**config.mk**
```make
export PLATFORM = sky130hd
export DESIGN_NAME = mpsub256_serial
export DESIGN_NICKNAME = d
export VERILOG_FILES = /design/src/rtl/mpsub256_serial.sv
export SDC_FILE = /design/constraint.sdc
export NUM_CORES = 2
export LEC_CHECK = 0
export CORE_ASPECT_RATIO = 1.75
export CORE_UTILIZATION = 35
export DETAILED_ROUTE_END_ITERATION = 8
export DONT_BUFFER_PORTS = 1
export PLACE_DENSITY_LB_ADDON = 0.3
export SKIP_LAST_GASP = 1
export SYNTH_ARGS = -nofsm -noshare
export SYNTH_HDL_FRONTEND = slang
export SYNTH_SLANG_ARGS = --single-unit
```
**constraint.sdc**
```tcl
create_clock -name CLK -period 5.3 [get_ports CLK]
set_clock_uncertainty 0.05 [all_clocks]
set_input_delay 1.06 -clock CLK [delete_from_list [all_inputs] [get_ports CLK]]
set_output_delay 1.06 -clock CLK [all_outputs]
set_load 0.05 [all_outputs]
```
**src/rtl/mpsub256_serial.sv**
```systemverilog
// Serial 256-bit subtractor: one LIMB_W-bit limb per clock, least significant limb first,
// producing a 257-bit two's-complement difference with the final borrow in bit 256.
module mpsub256_serial #(
   parameter int LIMB_W = 32
) (
   input  logic         CLK,
   input  logic         RST,
   input  logic [255:0] a_in,
   input  logic [255:0] b_in,
   input  logic         write,
   input  logic         start,
   output logic [256:0] d_out,
   output logic         ready,
   output logic         busy
);

   localparam int N_LIMBS = 256 / LIMB_W;
   localparam int IDX_W   = $clog2(N_LIMBS);

   typedef enum logic {
      IDLE,
      RUN
   } state_t;

   state_t             state;
   state_t             state_next;
   logic [IDX_W-1:0]   idx;
   logic               borrow;
   logic [255:0]       a_reg;
   logic [255:0]       b_reg;

   logic               load_op;
   logic               step;
   logic               first;
   logic               last;
   logic [7:0]         limb_base;
   logic [LIMB_W-1:0]  a_limb;
   logic [LIMB_W-1:0]  b_limb;
   logic               borrow_in;
   logic [LIMB_W:0]    diff_ext;

   always_ff @(posedge CLK) begin
      if (RST) begin
         state <= IDLE;
      end else begin
         state <= state_next;
      end
   end

   // Start wins over write in IDLE; both are ignored while a run is in flight.
   always_comb begin
      state_next = state;
      load_op    = 1'b0;
      step       = 1'b0;
      first      = 1'b0;
      last       = 1'b0;
      case (state)
         IDLE: begin
            if (start) begin
               step       = 1'b1;
               first      = 1'b1;
               state_next = RUN;
            end else if (write) begin
               load_op = 1'b1;
            end
         end
         RUN: begin
            step = 1'b1;
            if (idx == IDX_W'(N_LIMBS - 1)) begin
               last       = 1'b1;
               state_next = IDLE;
            end
         end
         default: begin
            state_next = IDLE;
         end
      endcase
   end

   // idx is always 0 in IDLE, so limb 0 is selected on the launching edge.
   always_comb begin
      limb_base = 8'(idx) * 8'(LIMB_W);
      a_limb    = a_reg[limb_base +: LIMB_W];
      b_limb    = b_reg[limb_base +: LIMB_W];
      borrow_in = first ? 1'b0 : borrow;
      diff_ext  = {1'b0, a_limb} - {1'b0, b_limb} - {{LIMB_W{1'b0}}, borrow_in};
   end

   always_ff @(posedge CLK) begin
      if (RST) begin
         idx    <= '0;
         borrow <= 1'b0;
         ready  <= 1'b0;
         d_out  <= '0;
         a_reg  <= '0;
         b_reg  <= '0;
      end else begin
         ready <= last;
         if (load_op) begin
            a_reg <= a_in;
            b_reg <= b_in;
         end
         if (step) begin
            d_out[limb_base +: LIMB_W] <= diff_ext[LIMB_W-1:0];
            borrow                     <= diff_ext[LIMB_W];
            idx                        <= last ? '0 : idx + 1'b1;
            if (last) begin
               d_out[256] <= diff_ext[LIMB_W];
            end
         end
      end
   end

   assign busy = (state == RUN);

endmodule

```
# Word-level counts from Yosys, hierarchy flattened

Index checks and enable logic that the tools add are counted.

Add/subtract/negate cells: 4
Multiply operators: 0
Divide/modulo/power cells: 0
$lt $le $gt $ge: 0
Equality and inequality tests: 1
Shifts and indexed selects: 4
Muxes and demuxes: 14
Bitwise gates (word level): 1
Reductions and logical operators: 0

Operator list:

| kind                                                                      | count |
|---|---|
| 256-bit by 9-bit indexed part select with 32-bit output                   | 2 |
| 257-bit bitwise mux                                                       | 1 |
| 32-bit by 10-bit variable shift with 257-bit output, first input constant | 1 |
| 32-bit by 10-bit indexed part select with 257-bit output                  | 1 |
| 32-bit by 32-bit subtractor with 33-bit output                            | 1 |
| 33-bit by 1-bit subtractor with 33-bit output                             | 1 |
| 1-bit two-way mux                                                         | 10 |
| 8-bit negation with 10-bit output                                         | 1 |
| 1-bit one-hot mux with 2 select lines                                     | 2 |
| 3-bit by 1-bit adder with 3-bit output, second input constant             | 1 |
| 3-bit equality test, second input constant                                | 1 |
| 3-bit two-way mux                                                         | 1 |
| 1-bit NOT                                                                 | 1 |

Register bits after elaboration: 775
Bits in latches: 0
Memory bits (writable): 0
ROM bits: 0
Bits of input ports: 516
Output and inout bits: 259
Logic and storage cells: 31
Memories kept: 0

# Depth between registers and ports, before layout

Depth in word-level cells: 7
Gate-level depth with buffers: 19
Depth with buffers taken out: 14

# Worst setup path before layout

OpenSTA, ideal clock, no wires.

Path kind: register to register
Start point: reg idx[0]
End point: reg d_out[125]
Arrival: 4.578 ns
Path slack: 0.566 ns
Cell stages (with the launch flop): 18
Clock period less this slack: 4.734 ns
Path through: dfxtp_1 buf_6 buf_1 clkbuf_1 mux4_2 mux2i_1 ha_1 inv_1 ha_1 a21o_1 a31oi_1 o21ai_0 o311ai_2 a31oi_1 a2111oi_4 buf_4 nand2_1 o311ai_0

Longest elaborated chain between the ends: 5
Elaborated cells on any way between the ends: 8
Classes of those cells: add/sub (3); shift (4); mux (1)

RTL lines:

| element                                                                    | line   | source |
|---|---|---|
| start, declared                                                            | 27     | `logic [IDX_W-1:0] idx;` |
| start signal, assigned                                                     | 106    | `idx <= last ? '0 : idx + 1'b1;` |
| 256-bit by 9-bit indexed part select with 32-bit output (on tied branches) | 83, 84 |  |
| 32-bit by 32-bit subtractor with 33-bit output                             | 86     | `diff_ext = {1'b0, a_limb} - {1'b0, b_limb} - {{LIMB_W{1'b0}}, borrow_in};` |
| 33-bit by 1-bit subtractor with 33-bit output                              | 86     |  |
| 32-bit by 10-bit indexed part select with 257-bit output                   | 104    | `d_out[limb_base +: LIMB_W] <= diff_ext[LIMB_W-1:0];` |
| 257-bit bitwise mux *                                                      | 104    |  |
| end signal, assigned by index                                              | 104    |  |
| end, declared                                                              | 12     | `output logic [256:0] d_out,` |

Mark *: on every way between the ends. The rest lies on a longest branch, timed or not.
A chain may end at the register's enable or synchronous reset.

# Worst setup path after layout

Start point: reg idx[0]
End point: reg d_out[27]

Same word-level chain as after synthesis.

==> report_table.html <==
<table>
<tr><th>Metric</th><th>Value</th></tr>
<tr><th colspan="2">Final layout</th></tr>
<tr><td>Post-route standard cell area excluding fillers</td><td>37100 um^2</td></tr>
<tr><td>Commonest non-fill, non-tap cell in the layout</td><td>sky130_fd_sc_hd__nand2_1</td></tr>
<tr><td>Fraction of layout cells with a size suffix above 1</td><td>9.22%</td></tr>
<tr><td>Area Overhead vs Synth</td><td>11.4%</td></tr>
<tr><td>Number of nets in the layout</td><td>4467</td></tr>
<tr><td>Final design utilization</td><td>39.3%</td></tr>
<tr><td>Final Instance Count excl. Fillers</td><td>5162</td></tr>
<tr><td>Largest register FFs</td><td>257</td></tr>
<tr><td>Filler cell count</td><td>9772</td></tr>
<tr><td>Commonest cells after routing, fill and taps aside</td><td>sky130_fd_sc_hd__nand2_1 (1329), sky130_fd_sc_hd__dfxtp_1 (772), sky130_fd_sc_hd__a21oi_1 (673), sky130_fd_sc_hd__nor2_1 (155), sky130_fd_sc_hd__mux4_2 (128)</td></tr>
<tr><td>Storage element area</td><td>15500 um^2</td></tr>
<tr><td>Area of combinational cells with multiple inputs</td><td>16400 um^2</td></tr>
<tr><th colspan="2">Floorplan</th></tr>
<tr><td>CORE AREA</td><td>94300 um^2</td></tr>
<tr><td>I/O pin count</td><td>775</td></tr>
<tr><td>Row cnt</td><td>149</td></tr>
<tr><td>Die ar.</td><td>96500 um^2</td></tr>
<tr><td>Initial standard-cell utilization of the core</td><td>35.3%</td></tr>
<tr><td>Die W</td><td>235 um</td></tr>
<tr><td>Height of the chip</td><td>410 um</td></tr>
<tr><th colspan="2">Setup path</th></tr>
<tr><td>Data required time at the worst endpoint</td><td>5.77 ns</td></tr>
<tr><td>Reg-to-reg slack, setup</td><td>0.27 ns</td></tr>
<tr><td>WP data arrival</td><td>5.50 ns</td></tr>
<tr><td>Worst setup path startpoint</td><td>idx[0]</td></tr>
<tr><td>Reg2reg start</td><td>idx[0]</td></tr>
<tr><td>Worst setup path class</td><td>reg2reg</td></tr>
<tr><td>Critical path launch point type</td><td>flop</td></tr>
<tr><td>Crit path max fanout</td><td>17</td></tr>
<tr><td>Depth of the most critical reg-to-reg path</td><td>18</td></tr>
<tr><td>Worst R2R End</td><td>d_out[27]</td></tr>
<tr><td>Category of the worst setup path capture point</td><td>flop</td></tr>
<tr><th colspan="2">Clock network</th></tr>
<tr><td>Clk buf depth</td><td>3</td></tr>
<tr><td>H-tree depth</td><td>3</td></tr>
<tr><td>Sinks on the clock net</td><td>775</td></tr>
<tr><td>Number of buffers inserted for hold repair after clock tree synthesis</td><td>0</td></tr>
<tr><td>CTS tree</td><td>done</td></tr>
<tr><td>Total setup buffers inserted after CTS</td><td>0</td></tr>
<tr><td>Clk Latency, worst-skew pair</td><td>0.68 ns</td></tr>
<tr><td>Register clock-pin slew on the reported worst setup and hold paths</td><td>0.07 ns</td></tr>
<tr><td>Clock root cell</td><td>sky130_fd_sc_hd__clkbuf_16</td></tr>
<tr><td>Cts repair resizes</td><td>0</td></tr>
<tr><td>Number of CTS-inserted buffers</td><td>76</td></tr>
<tr><th colspan="2">Yosys</th></tr>
<tr><td>Async set or reset register ratio after synthesis</td><td>0%</td></tr>
<tr><td>Synthesized instance count</td><td>4034</td></tr>
<tr><td>Synthesis warning total</td><td>0</td></tr>
<tr><td>Post-Synthesis Cell Area</td><td>33300 um^2</td></tr>
<tr><td>Mapped Nets</td><td>4619</td></tr>
<tr><td>Share of the yosys chip area belonging to registers</td><td>46.6%</td></tr>
<tr><td>Synthesis-stage register bit count</td><td>775</td></tr>
<tr><td>Primary FF master, synth</td><td>sky130_fd_sc_hd__dfxtp_1</td></tr>
<tr><td>Syn Area/Cell</td><td>8.26 um^2</td></tr>
<tr><td>Count of cell types in the netlist</td><td>62</td></tr>
<tr><td>EDFF count, synth</td><td>0</td></tr>
<tr><th colspan="2">Drt</th></tr>
<tr><td>Average vias per placed instance</td><td>5.54</td></tr>
<tr><td>Starting DRC count in detailed routing</td><td>2256</td></tr>
<tr><td>Drt total wl</td><td>134000 um</td></tr>
<tr><td>Remaining number of nets flagged by the antenna check after routing</td><td>0</td></tr>
<tr><td>DRC</td><td>0</td></tr>
<tr><td>Number of vias after detailed routing</td><td>28600</td></tr>
<tr><td>Post-DR wirelength/cell</td><td>26.0 um</td></tr>
<tr><td>First drt pass iteration count</td><td>7</td></tr>
<tr><th colspan="2">Pwr</th></tr>
<tr><td>Switching power total</td><td>5.25 mW</td></tr>
<tr><td>Clock network fraction of total power</td><td>36.5%</td></tr>
<tr><td>Internal power</td><td>10.2 mW</td></tr>
<tr><td>Proportion of power drawn by flip-flops and latches</td><td>41.3%</td></tr>
<tr><td>Worst vdd ir</td><td>0.332 mV</td></tr>
<tr><td>Total leakage power</td><td>13.2 nW</td></tr>
<tr><td>Combinational share of power</td><td>22.2%</td></tr>
<tr><td>Total power of the final layout</td><td>15.5 mW</td></tr>
<tr><td>Power density over the cells</td><td>417 nW/um^2</td></tr>
<tr><td>Switching share of total power</td><td>33.9%</td></tr>
<tr><th colspan="2">Placement</th></tr>
<tr><td>Minimum setup slack after placement</td><td>0.0890 ns</td></tr>
<tr><td>Post-detailed-placement cell area</td><td>34500 um^2</td></tr>
<tr><td>Number of placed instances with taps included</td><td>5012</td></tr>
<tr><td>Post-detail-place hpwl</td><td>99200 um</td></tr>
<tr><td>I/O Buffers</td><td>0</td></tr>
<tr><td>Global placer's final weighted congestion</td><td>0.894</td></tr>
<tr><th colspan="2">STA</th></tr>
<tr><td>Post-route setup TNS</td><td>0 ns</td></tr>
<tr><td>Worst-margin pin slew</td><td>5.97 ns</td></tr>
<tr><td>Slack of the critical path</td><td>0.274 ns</td></tr>
<tr><td>Hold_ws</td><td>0.403 ns</td></tr>
<tr><td>RSZ-0062 raised after global routing</td><td>no</td></tr>
<tr><td>Number of endpoints with negative hold slack in the final report</td><td>0</td></tr>
<tr><td>Worst slew margin relative to its limit</td><td>-298%</td></tr>
<tr><td>Final clock period utilization by the worst path</td><td>94.8%</td></tr>
<tr><td>Final max-slew violation count</td><td>649</td></tr>
<tr><td>Finish-stage setup viols</td><td>0</td></tr>
<tr><td>Min Tclk post-route</td><td>5.03 ns</td></tr>
<tr><td>Max Freq</td><td>199 MHz</td></tr>
<tr><th colspan="2">Global routing</th></tr>
<tr><td>Global-route wire length before repair</td><td>189000 um</td></tr>
<tr><td>Global-route usage over all layers</td><td>26.8%</td></tr>
<tr><td>Leftover overflow at the end of global routing</td><td>0</td></tr>
<tr><td>Number of antenna violations at the first check in global routing</td><td>39</td></tr>
<tr><td>Vias in the first global route</td><td>27100</td></tr>
<tr><td>Pin count of the biggest net entering global routing</td><td>801</td></tr>
<tr><th colspan="2">Outcome</th></tr>
<tr><td>Failing checks</td><td>max-slew violations</td></tr>
<tr><td>Outcome</td><td>finished, violations left</td></tr>
<tr><th colspan="2">Worst hold path</th></tr>
<tr><td>Startpoint of the tightest hold check path</td><td>a_reg[221]</td></tr>
<tr><td>Min-Delay Endpoint</td><td>a_reg[221]</td></tr>
<tr><td>Min-delay worst type</td><td>reg2reg</td></tr>
<tr><td>WHS Path Cells</td><td>2</td></tr>
<tr><th colspan="2">Run</th></tr>
<tr><td>Maximum Capacitance Violations</td><td>0</td></tr>
</table>
## worst max-delay path, stage by stage, from the launching register on
cell,delay (ns)
sky130_fd_sc_hd__dfxtp_4,0.62
sky130_fd_sc_hd__buf_12,0.24
sky130_fd_sc_hd__buf_4,0.21
sky130_fd_sc_hd__buf_4,0.24
sky130_fd_sc_hd__mux4_2,0.61
sky130_fd_sc_hd__nand2_1,0.20
sky130_fd_sc_hd__nand2_1,0.10
sky130_fd_sc_hd__ha_1,0.29
sky130_fd_sc_hd__inv_1,0.04
sky130_fd_sc_hd__ha_1,0.38
sky130_fd_sc_hd__and3_1,0.27
sky130_fd_sc_hd__nand3_1,0.12
sky130_fd_sc_hd__nor2_1,0.27
sky130_fd_sc_hd__o311ai_2,0.27
sky130_fd_sc_hd__and3_1,0.25
sky130_fd_sc_hd__o311ai_2,0.21
sky130_fd_sc_hd__buf_4,0.27
sky130_fd_sc_hd__nand2_1,0.08
sky130_fd_sc_hd__a21oi_1,0.12
## routing by layer
metal	vias up	global-route usage, %	part of all wire, %
li1	13400	-	-
met1	13800	28.0	36
met2	1146	47.0	50
met3	258	8.77	8.7
met4	26	15.2	5.2
met5	-	0	0.14
## worst max-delay path by stage
| stage | to | slack (ns) | depth (start not counted) |
|---|---|---|---|
| 4_1_cts | d_out[188] | 0.08 | 17 |
| 3_3_place_gp | d_out[60] | 0.19 | 17 |
| 3_5_place_dp | d_out[188] | 0.09 | 17 |
| 2_1_floorplan | d_out[125] | 0.57 | 17 |
| 6_report | d_out[27] | 0.27 | 18 |
| 5_1_grt | d_out[60] | 0.0007 | 17 |
## logic make-up after synthesis
group	synth area share, %
AO/OA/AOI/OAI	14.8
adder cells (fa/ha/maj)	2.64
XOR/XNOR	0.526
AND/OR/NAND/NOR	21.3
buffers and inverters	4.43
multiplexers	9.71
flip-flops	46.6
## cells in the mapped netlist (23+ instances only)
cell,instances,share of area [%]
sky130_fd_sc_hd__nand3_1,53,0.80
sky130_fd_sc_hd__mux4_2,128,8.7
sky130_fd_sc_hd__mux2i_1,34,1.0
sky130_fd_sc_hd__a21oi_1,673,10
sky130_fd_sc_hd__ha_1,67,2.5
sky130_fd_sc_hd__nand3b_1,64,1.4
sky130_fd_sc_hd__clkbuf_1,293,3.3
sky130_fd_sc_hd__nor3_1,43,0.65
sky130_fd_sc_hd__dfxtp_1,775,47
sky130_fd_sc_hd__o21ai_0,55,0.83
sky130_fd_sc_hd__nand2_1,1332,15
sky130_fd_sc_hd__buf_1,23,0.26
sky130_fd_sc_hd__inv_1,72,0.81
sky130_fd_sc_hd__nor2_1,155,1.7
sky130_fd_sc_hd__a22oi_1,49,1.1
## power groups by stage
stage	Sequential, mW	Combinational, mW	Clock [mW]
3_3_place_gp	6.51	3.42	0
4_1_cts	6.39	3.45	5.75
6_report	6.39	3.43	5.64
5_1_grt	6.41	3.67	5.97
2_1_floorplan	6.44	1.95	0
3_5_place_dp	6.52	3.44	0
## layout make-up
class | count | area share [%]
Timing Repair Buffer | 88 | 2.22
Antenna cell | 17 | 0.115
Multi-Input combinational cell | 2869 | 44.1
Tap cell | 1208 | 4.07
Inverter | 72 | 0.735
Sequential cell | 775 | 41.8
Clock inverter | 39 | 1.27
Clock buffer | 94 | 5.61
Note: power is estimated with default switching activity, not from simulation.
